`config.mk`:
```
export PLATFORM = sky130hd
export DESIGN_NAME = ascon128a_rate_packer_flat
export DESIGN_NICKNAME = d
export VERILOG_FILES = /design/src/rtl/ascon128a_rate_packer_pkg.sv /design/src/rtl/ascon128a_rate_packer_if.sv /design/src/rtl/ascon128a_rate_packer_pad_insert.sv /design/src/rtl/ascon128a_rate_packer.sv /design/src/flat_wrapper.sv
export SDC_FILE = /design/constraint.sdc
export NUM_CORES = 1
export LEC_CHECK = 0
export CORE_MARGIN = 1.5
export CORE_UTILIZATION = 46
export CTS_CLUSTER_SIZE = 16
export DETAILED_ROUTE_END_ITERATION = 10
export GPL_TIMING_DRIVEN = 0
export PLACE_DENSITY_LB_ADDON = 0.2
export SLEW_MARGIN = 20
export SYNTH_ARGS = -nofsm -noshare
export SYNTH_HDL_FRONTEND = slang
export SYNTH_HIERARCHICAL = 1
export SYNTH_SLANG_ARGS = --single-unit
```
`constraint.sdc`:
```
create_clock -name CLK -period 6.1 [get_ports CLK]
set_clock_uncertainty 0.2 [all_clocks]
set_input_delay 0.915 -clock CLK [delete_from_list [all_inputs] [get_ports CLK]]
set_output_delay 0.915 -clock CLK [all_outputs]
set_load 0.05 [all_outputs]
```
`src/rtl/ascon128a_rate_packer_pkg.sv`:
```
// Shared constants and state encoding for the Ascon-128a rate packer.
package ascon128a_pkg;

    localparam int ASCON_RATE_BYTES = 16;
    localparam logic [7:0] ASCON_PAD_BYTE = 8'h80;

    localparam int IN_W   = 32;
    localparam int RATE_W = ASCON_RATE_BYTES * 8;
    localparam int WORDS  = RATE_W / IN_W;

    localparam logic TYPE_AD = 1'b0;
    localparam logic TYPE_PT = 1'b1;

    typedef enum logic {
        FILL = 1'b0,
        EMIT = 1'b1
    } pack_state_t;

endpackage

```
`src/rtl/ascon128a_rate_packer_if.sv`:
```
// Word-stream input and rate-block output handshakes of the rate packer.
interface ascon128a_rate_packer_if;
    import ascon128a_pkg::*;

    logic [IN_W-1:0]   s_data;
    logic [2:0]        s_bytes;
    logic              s_last;
    logic              s_type;
    logic              s_valid;
    logic              s_ready;

    logic [RATE_W-1:0] m_block;
    logic              m_type;
    logic              m_last;
    logic              m_pad_only;
    logic              m_valid;
    logic              m_ready;

    // The master drives words in and takes blocks out; the packer is the slave.
    modport master (
        output s_data, s_bytes, s_last, s_type, s_valid, m_ready,
        input  s_ready, m_block, m_type, m_last, m_pad_only, m_valid
    );

    modport slave (
        input  s_data, s_bytes, s_last, s_type, s_valid, m_ready,
        output s_ready, m_block, m_type, m_last, m_pad_only, m_valid
    );

endinterface

```
`src/rtl/ascon128a_rate_packer_pad_insert.sv`:
```
// Masks a word to its valid bytes and, on the final word, inserts the 10* pad byte.
module ascon_pad_insert
    import ascon128a_pkg::*;
(
    input  logic [IN_W-1:0] word,
    input  logic [2:0]      bytes,
    input  logic            last,
    output logic [IN_W-1:0] padded_word,
    output logic            zero_fill
);

    always_comb begin
        padded_word = '0;
        for (int b = 0; b < 4; b++) begin
            if (3'(b) < bytes)
                padded_word[31-8*b -: 8] = word[31-8*b -: 8];
            else if (3'(b) == bytes && last)
                padded_word[31-8*b -: 8] = ASCON_PAD_BYTE;
        end
    end

    assign zero_fill = last;

endmodule

```
`src/rtl/ascon128a_rate_packer.sv`:
```
// Packs a 32-bit word stream into padded 128-bit Ascon-128a rate blocks.
// Optional running byte counter enabled by defining ASCON_PACK_BYTECNT_EN.
module ascon128a_rate_packer
    import ascon128a_pkg::*;
(
    input  logic CLK,
    input  logic RST,
`ifdef ASCON_PACK_BYTECNT_EN
    output logic [31:0] msg_bytes,
    output logic [0:0]  msg_bytes_vld,
`endif
    ascon128a_rate_packer_if.slave bus
);

    pack_state_t       state, next_state;
    logic [1:0]        wcnt;
    logic [RATE_W-1:0] block_buf, next_buf;
    logic              pending_pad;
    logic              in_xfer, out_xfer, block_done;
    logic [IN_W-1:0]   padded_word;
    logic              zero_fill;

    assign in_xfer    = bus.s_valid & bus.s_ready;
    assign out_xfer   = bus.m_valid & bus.m_ready;
    assign block_done = bus.s_last || (wcnt == 2'd3);

    ascon_pad_insert u_pad (
        .word        (bus.s_data),
        .bytes       (bus.s_bytes),
        .last        (bus.s_last),
        .padded_word (padded_word),
        .zero_fill   (zero_fill)
    );

    // A last word of exactly 4 bytes pushes the pad byte into the following slot.
    always_comb begin
        next_buf = block_buf;
        for (int i = 0; i < WORDS; i++) begin
            if (2'(i) == wcnt)
                next_buf[RATE_W-1-IN_W*i -: IN_W] = padded_word;
            else if (zero_fill && 2'(i) > wcnt)
                next_buf[RATE_W-1-IN_W*i -: IN_W] =
                    (bus.s_bytes == 3'd4 && 2'(i) == wcnt + 2'd1) ? {ASCON_PAD_BYTE, 24'h0} : '0;
        end
    end

    always_ff @(posedge CLK) begin
        if (RST) state <= FILL;
        else     state <= next_state;
    end

    always_comb begin
        next_state = state;
        case (state)
            FILL: if (in_xfer && block_done) next_state = EMIT;
            EMIT: if (out_xfer && !pending_pad) next_state = FILL;
            default: next_state = FILL;
        endcase
    end

    always_ff @(posedge CLK) begin
        if (RST) begin
            wcnt           <= '0;
            block_buf      <= '0;
            pending_pad    <= 1'b0;
            bus.m_last     <= 1'b0;
            bus.m_pad_only <= 1'b0;
            bus.m_type     <= 1'b0;
        end else if (in_xfer) begin
            block_buf <= next_buf;
            if (wcnt == 2'd0) bus.m_type <= bus.s_type;
            if (!block_done) wcnt <= wcnt + 2'd1;
            if (bus.s_last && !(wcnt == 2'd3 && bus.s_bytes == 3'd4)) begin
                bus.m_last     <= 1'b1;
                bus.m_pad_only <= (wcnt == 2'd0) && (bus.s_bytes == 3'd0);
            end else begin
                bus.m_last     <= 1'b0;
                bus.m_pad_only <= 1'b0;
                pending_pad    <= bus.s_last;
            end
        end else if (out_xfer) begin
            if (pending_pad) begin
                block_buf      <= {ASCON_PAD_BYTE, {(RATE_W-8){1'b0}}};
                bus.m_last     <= 1'b1;
                bus.m_pad_only <= 1'b1;
                pending_pad    <= 1'b0;
            end else begin
                wcnt <= '0;
            end
        end
    end

    assign bus.s_ready = (state == FILL);
    assign bus.m_valid = (state == EMIT);
    assign bus.m_block = block_buf;

`ifdef ASCON_PACK_BYTECNT_EN
    logic [32:0] byte_sum;
    assign byte_sum = {1'b0, msg_bytes} + {30'b0, bus.s_bytes};

    always_ff @(posedge CLK) begin
        if (RST)
            msg_bytes <= '0;
        else if (out_xfer && bus.m_last)
            msg_bytes <= '0;
        else if (in_xfer)
            msg_bytes <= byte_sum[32] ? 32'hFFFF_FFFF : byte_sum[31:0];
    end

    assign msg_bytes_vld = bus.m_valid & bus.m_last;
`endif

    assert property (@(posedge CLK) disable iff (RST)
        bus.s_valid |-> (bus.s_bytes <= 3'd4 && (bus.s_last || bus.s_bytes != 3'd0)));

endmodule

```
`src/flat_wrapper.sv`:
```
// flat-port wrapper written by rule: the top's interface ports become plain ports
module ascon128a_rate_packer_flat import ascon128a_pkg::*;
  (CLK, RST, bus_s_data, bus_s_bytes, bus_s_last, bus_s_type, bus_s_valid, bus_m_ready, bus_s_ready, bus_m_block, bus_m_type, bus_m_last, bus_m_pad_only, bus_m_valid);
  ascon128a_rate_packer_if bus_i ();
  input  logic CLK;
  input  logic RST;
  input wire logic [$bits(bus_i.s_data)-1:0] bus_s_data;
  input wire logic [$bits(bus_i.s_bytes)-1:0] bus_s_bytes;
  input wire logic [$bits(bus_i.s_last)-1:0] bus_s_last;
  input wire logic [$bits(bus_i.s_type)-1:0] bus_s_type;
  input wire logic [$bits(bus_i.s_valid)-1:0] bus_s_valid;
  input wire logic [$bits(bus_i.m_ready)-1:0] bus_m_ready;
  output wire logic [$bits(bus_i.s_ready)-1:0] bus_s_ready;
  output wire logic [$bits(bus_i.m_block)-1:0] bus_m_block;
  output wire logic [$bits(bus_i.m_type)-1:0] bus_m_type;
  output wire logic [$bits(bus_i.m_last)-1:0] bus_m_last;
  output wire logic [$bits(bus_i.m_pad_only)-1:0] bus_m_pad_only;
  output wire logic [$bits(bus_i.m_valid)-1:0] bus_m_valid;
  assign bus_i.s_data = bus_s_data;
  assign bus_i.s_bytes = bus_s_bytes;
  assign bus_i.s_last = bus_s_last;
  assign bus_i.s_type = bus_s_type;
  assign bus_i.s_valid = bus_s_valid;
  assign bus_i.m_ready = bus_m_ready;
  assign bus_s_ready = bus_i.s_ready;
  assign bus_m_block = bus_i.m_block;
  assign bus_m_type = bus_i.m_type;
  assign bus_m_last = bus_i.m_last;
  assign bus_m_pad_only = bus_i.m_pad_only;
  assign bus_m_valid = bus_i.m_valid;
  ascon128a_rate_packer u_core (.CLK(CLK), .RST(RST), .bus(bus_i));
endmodule
```
==> results of run 1 <==
kinds of logic after synthesis:
kind of cell,Yosys count
fa+ha+maj,7
buf+inv,44
compound gates,114
simple gates,167
flops,135
mux,34
cell type report:
| cell class | count | share of cell area (%) |
|---|---|---|
| inverters | 4 | 0.193 |
| plain buffers | 40 | 2.93 |
| multi-input cells | 322 | 29.7 |
| clock inverters | 14 | 2.24 |
| repair buffers | 173 | 22.3 |
| flip-flops and latches | 135 | 34.8 |
| clock buffers | 18 | 5.53 |
| well taps | 140 | 2.26 |
cells in the mapped netlist (7+ instances only):
cell | instances | area share (%)
nor2_1 | 73 | 5.2
and2_1 | 40 | 4.8
a22o_2 | 28 | 5.3
mux2i_1 | 33 | 6.3
clkbuf_1 | 21 | 1.5
a22o_1 | 33 | 5.5
buf_6 | 7 | 1.5
ha_1 | 7 | 1.7
dfxtp_1 | 135 | 51
and2b_1 | 7 | 1.0
a22oi_1 | 32 | 4.6
nor2b_1 | 14 | 1.7
nand2_1 | 9 | 0.64
power by group through the flow:
stage | combinational (µW) | sequential (µW) | clock, µW
after floorplan | 109 | 996 | 0
after global placement | 274 | 932 | 0
after detailed placement | 279 | 932 | 0
after CTS | 281 | 914 | 1050
after global routing | 296 | 915 | 1090
final | 281 | 914 | 1040
final timing paths:
check	endpoint	slack (ns)
max reg2reg	u_core/bus.m_block[98]$_SDFFE_PP0P_	3.64
min	u_core/bus.m_block[69]$_SDFFE_PP0P_	0.28
max	bus_s_ready	3.23
min reg2reg	u_core/bus.m_block[69]$_SDFFE_PP0P_	0.28
state kept, by name (all words and copies together), names as in the netlist:
| name | count |
|---|---|
| u_core/bus.m_block | 128 |
| u_core/wcnt | 2 |
| u_core/bus.m_last | 1 |
| u_core/bus.m_pad_only | 1 |
| u_core/bus.m_type | 1 |
| u_core/bus.m_valid | 1 |
| u_core/pending_pad | 1 |
cells in the final DEF (no fill, tap or decap), types with 5 or more instances in the layout:
cell	Yosys	final
clkdlybuf4s50_1	0	173
buf_6	7	7
nand3_1	5	5
and2_1	40	40
nor2b_1	14	14
a22o_1	33	33
and2b_1	7	7
mux2i_1	33	33
buf_2	5	5
ha_1	7	7
clkbuf_16	0	17
buf_4	5	5
nor2_1	73	73
clkbuf_1	21	22
nand2_1	9	9
a22oi_1	32	32
a22o_2	28	28
dfxtp_1	135	135
through the flow:
stage | area [µm²] | power [µW] | setup slack (ns) | instances
floorplan | 5250 | 1110 | 3.79 | 501
global placement | 7160 | 1210 | 2.94 | 814
detailed placement | 7160 | 1210 | 2.88 | 814
CTS | 7760 | 2240 | 3.22 | 846
global route | 7760 | 2300 | 3.11 | 846
finish | 7760 | 2230 | 3.23 | 846
per-layer routing:
metal  global-route usage [%]  wire, µm  share of wire (%)  vias to the layer above
li1                         -         -                  -                     2162
met1                     31.9      6550                 42                     2205
met2                     44.5      7750                 49                      185
met3                     7.88      1210                7.7                       21
met4                     9.65       241                1.5                        0
met5                        0         0                  0                        -
==> impl_metrics.py, run 1 <==
metrics = {
    "run_status": {
        "outcome": "finished clean",
    },
    "synth": {
        "netlist_area_mm2": 0.00525,
        "synthXorXnorAreaFrac_pct": 0,
        "syn-num-nets": 549,
        "synth_top_flop_cell": "dfxtp_1",
        "syn_area_per_cell_um2": 10.5,
        "synthArstFlopShare_pct": 0,
        "syn_inst": 501,
        "synth_top_family_by_area": "compound AO/OA/AOI/OAI gates",
        "synth_adder_area_share_pct": 1.67,
        "synth-simple-area-share_pct": 17.0,
        "yosys_warnings": 6,
        "synth.area.mux_share_pct": 6.51,
        "synth_edf_count": 0,
        "synth-compound-area-share_pct": 18.7,
        "yosysSeqAreaShare_pct": 51.5,
        "ys_types": 46,
        "synth-seq-cells": 135,
    },
    "timing": {
        "clock.fmax_ghz": 0.349,
        "grt_setup_unrepaired": "no",
        "slew_headroom_pct": 44.6,
        "hold_viol_final": 0,
        "worst_hold_slack_ns": 0.277,
        "timing.final.crit_share_pct": 47.0,
        "slew_violations": 0,
        "setup_tns_ns": 0,
        "setup_viol": 0,
        "worst_pin_slew_ns": 0.821,
        "period_needed_ns": 2.87,
    },
    "global_routing": {
        "grt-ovfl-total": 0,
        "grt_pass1_wl_um": 23800,
        "grt_start_max_net_pins": 17,
        "grt_pass1_vias": 4515,
        "antenna_found_initial": 0,
        "grtUsageTotal_pct": 26.4,
    },
    "clock_network": {
        "clk_pin_slew_ns": 0.06,
        "clock-sinks": 135,
        "post_cts_buffers": 0,
        "postCtsHoldBufs": 0,
        "cts-root-buf": "clkbuf_16",
        "cts_tree": "built",
        "htreeDepth": 4,
        "cts_resized": 0,
        "clock_latency_ns": 0.41,
        "clock_path_buffers": 2,
        "numCtsBuffers": 17,
    },
    "worst_setup_path": {
        "crit_slowest_cell": "clkdlybuf4s50_1",
        "cp_top_family": "buffers and inverters",
        "crit_start": "u_core/bus.m_valid$_SDFF_PP0_",
        "critical_path_class": "reg2out",
        "cp_cell_sequence": "buf_6 -> inv_1 -> clkdlybuf4s50_1",
        "endpoint_kind": "output pin",
        "cp.arrival_ns": 1.75,
        "reg2reg_depth": 7,
        "r2r_start": "u_core/wcnt[1]$_SDFFE_PP0P_",
        "critPathMaxStageDelay_ns": 0.80,
        "crit_path_max_fanout": 10,
        "start_kind": "flip-flop",
        "worstPathRequired_ns": 4.98,
        "cp.depth": 3,
        "path_buf_inv": 3,
    },
    "pwr": {
        "power.internal_uw": 1650,
        "p_leak_uw": 0.00296,
        "switching_share_pct": 26.1,
        "pwr-share-seq_pct": 40.9,
        "p_switching_uw": 583,
        "clkPwrFrac_pct": 46.5,
        "p_per_area_mw_per_mm2": 288,
        "combPwrFrac_pct": 12.6,
        "max-vdd-ir-drop_uv": 213,
    },
    "final_layout": {
        "multiInputGateArea_mm2": 0.00230,
        "final_util_pct": 70.7,
        "nets": 741,
        "drive_above_1_share_pct": 12.9,
        "fillCellCount": 876,
        "n_antenna_cell": 0,
        "syn_to_final_growth_pct": 47.8,
        "regArea_mm2": 0.00270,
    },
    "worst_hold_path": {
        "hold_path_class": "reg2reg",
        "min-delay-start": "u_core/bus.m_block[69]$_SDFFE_PP0P_",
        "min_path_cells": 1,
    },
    "die": {
        "die_h_um": 110,
        "dieArea_mm2": 0.0121,
        "ios": 174,
        "fp.coreArea_mm2": 0.0110,
        "start_util_pct": 47.8,
        "die_w_um": 110,
        "rows": 38,
    },
    "routing": {
        "wl_per_cell_um": 18.6,
        "via_count": 4573,
        "drc": 0,
        "dr.pass1.iters": 5,
        "drtIter0Drc": 285,
        "routed_via_density": 5.41,
        "route.antenna.remaining_nets": 0,
        "routed_wl_um": 15800,
    },
    "placement": {
        "gp_congestion": 0.877,
        "dpl.hpwl_um": 11000,
        "portBuffers": 173,
    },
    "run": {
        "drv_cap": 0,
    },
}
Power figures use the tool's default switching activity.
==> inputs of run 2 (changes only) <==
- CORE_UTILIZATION: 46 -> 41
- clock period: 6.1 -> 2.4 ns (I/O delays scaled with it)
==> run 2 against run 1 <==
Sequential share of layout area shrank 0.16 points; combinational power grew to 2.5 times the previous value; critical endpoint unchanged; sequential power increased to 2.5 times the previous value; wire length fell by 2.7%; non-clock buffer count stayed put.
==> impl_metrics.py, run 2 (synthesized netlist as in run 1, its figures left out) <==
metrics = {
    "die": {
        "dieArea_mm2": 0.0135,
        "die_h_um": 116,
        "die_w_um": 116,
        "start_util_pct": 41.8,
        "rows": 41,
        "ios": 174,
        "fp.coreArea_mm2": 0.0126,
    },
    "pwr": {
        "p_per_area_mw_per_mm2": 724,
        "p_leak_uw": 0.00297,
        "max-vdd-ir-drop_uv": 547,
    },
    "worst_setup_path": {
        "cp_cell_sequence": "buf_6 -> inv_1 -> clkdlybuf4s50_1",
        "endpoint_kind": "output pin",
        "cp_top_family": "buffers and inverters",
        "path_buf_inv": 3,
        "start_kind": "flip-flop",
        "critical_path_class": "reg2out",
        "cp.arrival_ns": 1.75,
        "crit_path_max_fanout": 10,
        "crit_slowest_cell": "clkdlybuf4s50_1",
        "critPathMaxStageDelay_ns": 0.80,
        "worstPathRequired_ns": 1.84,
    },
    "final_layout": {
        "syn_to_final_growth_pct": 48.6,
        "largest_reg_flops": 128,
        "mostFrequentLayoutCells": "173 x clkdlybuf4s50_1, 134 x dfxtp_1, 72 x nor2_1, 40 x and2_1",
        "final_common_cell": "clkdlybuf4s50_1",
        "nets": 741,
        "final_util_pct": 62.1,
        "n_antenna_cell": 0,
        "drive_above_1_share_pct": 13.5,
    },
    "timing": {
        "period_needed_ns": 2.31,
        "hold_viol_final": 0,
        "worst_pin_slew_ns": 0.763,
        "worst_hold_slack_ns": 0.274,
        "clock.fmax_ghz": 0.433,
        "timing.final.crit_share_pct": 96.2,
        "grt_setup_unrepaired": "no",
        "slew_violations": 0,
        "slew_headroom_pct": 48.5,
        "setup_viol": 0,
    },
    "placement": {
        "portBuffers": 173,
        "gp_congestion": 0.820,
        "dpl.hpwl_um": 11100,
    },
    "routing": {
        "route.antenna.remaining_nets": 0,
        "drc": 0,
        "wl_per_cell_um": 17.5,
        "dr.pass1.iters": 5,
        "routed_via_density": 5.10,
        "via_count": 4466,
        "drtIter0Drc": 321,
        "routed_wl_um": 15300,
    },
    "global_routing": {
        "antenna_found_initial": 1,
        "grt_start_max_net_pins": 17,
        "grt-ovfl-total": 0,
        "grt_pass1_wl_um": 24000,
        "grt_pass1_vias": 4528,
        "grtUsageTotal_pct": 23.2,
    },
    "clock_network": {
        "cts_resized": 0,
        "numCtsBuffers": 17,
        "cts_tree": "built",
        "htreeDepth": 4,
        "clock_path_buffers": 2,
        "postCtsHoldBufs": 0,
        "clk_pin_slew_ns": 0.06,
        "clock-sinks": 135,
        "cts-root-buf": "clkbuf_16",
        "clock_latency_ns": 0.42,
        "post_cts_buffers": 0,
    },
    "worst_hold_path": {
        "hold_path_class": "reg2reg",
    },
    "run_status": {
        "outcome": "finished clean",
    },
    "run": {
        "drv_cap": 0,
    },
}
## run 2: metrics by stage
stage | cells | setup WS, ns | setup TNS (ns) | area (µm²) | power [µW]
2_1_floorplan | 501 | 0.369 | 0 | 5250 | 2810
3_3_place_gp | 846 | -0.186 | -16.01 | 7200 | 3070
3_5_place_dp | 846 | -0.243 | -20.10 | 7200 | 3080
4_1_cts | 876 | 0.0155 | 0 | 7790 | 5670
5_1_grt | 876 | 0.00679 | 0 | 7800 | 5830
6_report | 876 | 0.0901 | 0 | 7800 | 5650
## run 2: final cells by class
type / count / area [µm²]
Clock buffer: 18 / 439
Multi-Input combinational cell: 322 / 2310
Clock inverter: 12 / 154
Fill cell: 1066 / 4770
Buffer: 40 / 234
Inverter: 4 / 15.0
Sequential cell: 135 / 2700
Tap cell: 172 / 215
Timing Repair Buffer: 173 / 1730
## run 2: path summary, 6_finish.rpt
path / start / end / slack [ns] / cells past startpoint
setup / recovery: u_core/bus.m_valid$_SDFF_PP0_ / bus_s_ready / 0.09 / 3
hold / removal: u_core/bus.m_block[90]$_SDFFE_PP0P_ / u_core/bus.m_block[90]$_SDFFE_PP0P_ / 0.27 / 1
setup reg to reg: u_core/wcnt[0]$_SDFFE_PP0P_ / u_core/bus.m_block[111]$_SDFFE_PP0P_ / 0.17 / 8
hold reg to reg: u_core/bus.m_block[90]$_SDFFE_PP0P_ / u_core/bus.m_block[90]$_SDFFE_PP0P_ / 0.27 / 1
## run 2: routing by layer
| layer | GRT usage [%] | vias to the layer above | part of all wire (%) |
|---|---|---|---|
| li1 | - | 2167 | - |
| met4 | 6.83 | 2 | 1.0 |
| met1 | 29.5 | 2143 | 44 |
| met2 | 38.6 | 144 | 48 |
| met3 | 6.59 | 10 | 7.2 |
| met5 | 0 | - | 0.085 |
## run 2: power by group
part	leakage [µW]	switching (µW)	total, µW	internal (µW)
sequential	0.00109	31.2	2320	2290
combinational	0.00160	443	711	268
clock	0.000284	964	2610	1650
==> inputs of run 3 (changes only) <==
- ABC_CLOCK_PERIOD_IN_PS: unset -> 2400
- CORE_MARGIN: 1.5 -> 2
- SKIP_CTS_REPAIR_TIMING: unset -> 1
==> run 3 against run 2 <==
Non-clock buffer count did not move; flip-flop and latch count did not move; sequential power is essentially flat.
==> impl_metrics.py, run 3 (synthesized netlist as in run 1, its figures left out) <==
metrics = {
    "run_status": {
        "outcome": "finished clean",
    },
    "timing": {
        "hold_viol_final": 0,
        "worst_pin_slew_ns": 0.883,
        "clock.fmax_ghz": 0.429,
        "slew_violations": 0,
        "period_needed_ns": 2.33,
        "grt_setup_unrepaired": "no",
        "setup_viol": 0,
        "slew_headroom_pct": 40.4,
        "timing.final.crit_share_pct": 97.1,
    },
    "worst_setup_path": {
        "worstPathRequired_ns": 2.55,
        "cpMostUsedCell": "buf_1",
        "critical_path_class": "in2reg",
        "endpoint_kind": "flip-flop",
        "cp.arrival_ns": 2.48,
        "critPathMaxStageDelay_ns": 0.62,
        "crit_path_max_fanout": 10,
        "start_kind": "input pin",
        "crit_slowest_cell": "clkdlybuf4s50_1",
        "rrSetupSlack_ns": 0.17,
        "cp_cell_sequence": "clkdlybuf4s50_1 -> nor3b_2 -> and2_1 -> buf_1 -> buf_1 -> a22o_2",
    },
    "clock_network": {
        "clock_path_buffers": 2,
        "cts_tree": "built",
        "clk_pin_slew_ns": 0.05,
        "clock_latency_ns": 0.41,
        "htreeDepth": 4,
        "clock-sinks": 135,
        "numCtsBuffers": 17,
        "cts-root-buf": "clkbuf_16",
    },
    "pwr": {
        "power_uw": 5640,
        "p_per_area_mw_per_mm2": 723,
        "combPwrFrac_pct": 12.7,
        "max-vdd-ir-drop_uv": 572,
        "switching_share_pct": 24.8,
        "pwr-share-seq_pct": 41.2,
        "clkPwrFrac_pct": 46.1,
        "p_switching_uw": 1400,
        "power.internal_uw": 4250,
        "p_leak_uw": 0.00299,
    },
    "final_layout": {
        "layout.cells.non_filler": 878,
        "n_antenna_cell": 0,
        "largest_reg_flops": 128,
        "syn_to_final_growth_pct": 48.7,
        "final_common_cell": "clkdlybuf4s50_1",
        "fillCellCount": 1060,
        "nets": 741,
        "drive_above_1_share_pct": 13.5,
        "mostFrequentLayoutCells": "173 x clkdlybuf4s50_1, 133 x dfxtp_1, 72 x nor2_1, 40 x and2_1",
    },
    "global_routing": {
        "grtUsageMet3_pct": 6.85,
        "antenna_found_initial": 0,
        "grt_pass1_wl_um": 24000,
        "top_usage_layer": "met2",
        "grt_pass1_vias": 4571,
        "grtUsageTotal_pct": 23.4,
        "grt_start_max_net_pins": 17,
        "grt_use_met1_pct": 29.2,
        "grt-ovfl-total": 0,
        "grt_util_met2_pct": 38.4,
    },
    "worst_hold_path": {
        "hold_path_class": "reg2reg",
    },
    "routing": {
        "dr.pass1.iters": 4,
        "routed_via_density": 5.15,
        "drc": 0,
        "drtIter0Drc": 303,
        "route.antenna.remaining_nets": 0,
        "via_count": 4525,
        "routed_wl_um": 15800,
        "wl_per_cell_um": 18.0,
    },
    "die": {
        "start_util_pct": 41.8,
        "dieArea_mm2": 0.0137,
        "die_h_um": 117,
        "die_w_um": 117,
        "rows": 41,
        "ios": 174,
        "fp.coreArea_mm2": 0.0126,
    },
    "placement": {
        "gp_congestion": 0.818,
        "dp_cells": 846,
        "dpl.hpwl_um": 11500,
        "portBuffers": 173,
    },
    "run": {
        "drv_cap": 0,
    },
}
-- run 3: through the flow --
step | hold slack, ns | setup TNS [ns] | setup slack (ns) | utilization [%] | instance area, µm²
6_report | 0.278 | 0 | 0.0698 | 62.1 | 7810
5_1_grt | 0.299 | 0 | 0.00880 | 62.1 | 7810
4_1_cts | 0.281 | 0 | 0.0366 | 62.0 | 7790
3_5_place_dp | 0.253 | -24.69 | -0.276 | 57.3 | 7200
3_3_place_gp | 0.259 | -20.67 | -0.213 | 57.3 | 7200
2_1_floorplan | 0.307 | 0 | 0.369 | - | 5250
-- run 3: final timing paths --
| kind | startpoint | to | depth (start not counted) |
|---|---|---|---|
| worst max-delay path | bus_s_valid | u_core/bus.m_block[85]$_SDFFE_PP0P_ | 6 |
| worst min-delay path | u_core/bus.m_block[69]$_SDFFE_PP0P_ | u_core/bus.m_block[69]$_SDFFE_PP0P_ | 1 |
| worst max register to register | u_core/wcnt[1]$_SDFFE_PP0P_ | u_core/bus.m_block[109]$_SDFFE_PP0P_ | 8 |
| worst min register to register | u_core/bus.m_block[69]$_SDFFE_PP0P_ | u_core/bus.m_block[69]$_SDFFE_PP0P_ | 1 |
-- run 3: area by class of cell --
| cell class | instances | area, µm² | area share (%) |
|---|---|---|---|
| Multi-Input combinational cell | 322 | 2310 | 29.6 |
| Inverter | 4 | 15.0 | 0.192 |
| Sequential cell | 135 | 2710 | 34.7 |
| Clock buffer | 24 | 472 | 6.04 |
| Clock inverter | 8 | 121 | 1.55 |
| Timing Repair Buffer | 173 | 1730 | 22.2 |
| Tap cell | 172 | 215 | 2.76 |
| Buffer | 40 | 239 | 3.06 |
-- run 3: routing by layer --
layer	wire length (µm)	vias up
met5	0	-
met4	280	0
met3	1250	23
met2	7600	189
met1	6680	2153
li1	-	2160
-- run 3: critical path, delay by kind of cell --
kind / cells / cell delay, ns
compound gates: 1 / 0.25
buf+inv: 3 / 1.37
simple gates: 2 / 0.50
-- run 3: power groups by stage --
stage,combinational (µW),clock [µW],sequential (µW)
after global routing,762,2740,2330
final,715,2600,2320
after detailed placement,708,0,2370
after global placement,699,0,2370
after CTS,711,2640,2320
after floorplan,277,0,2530
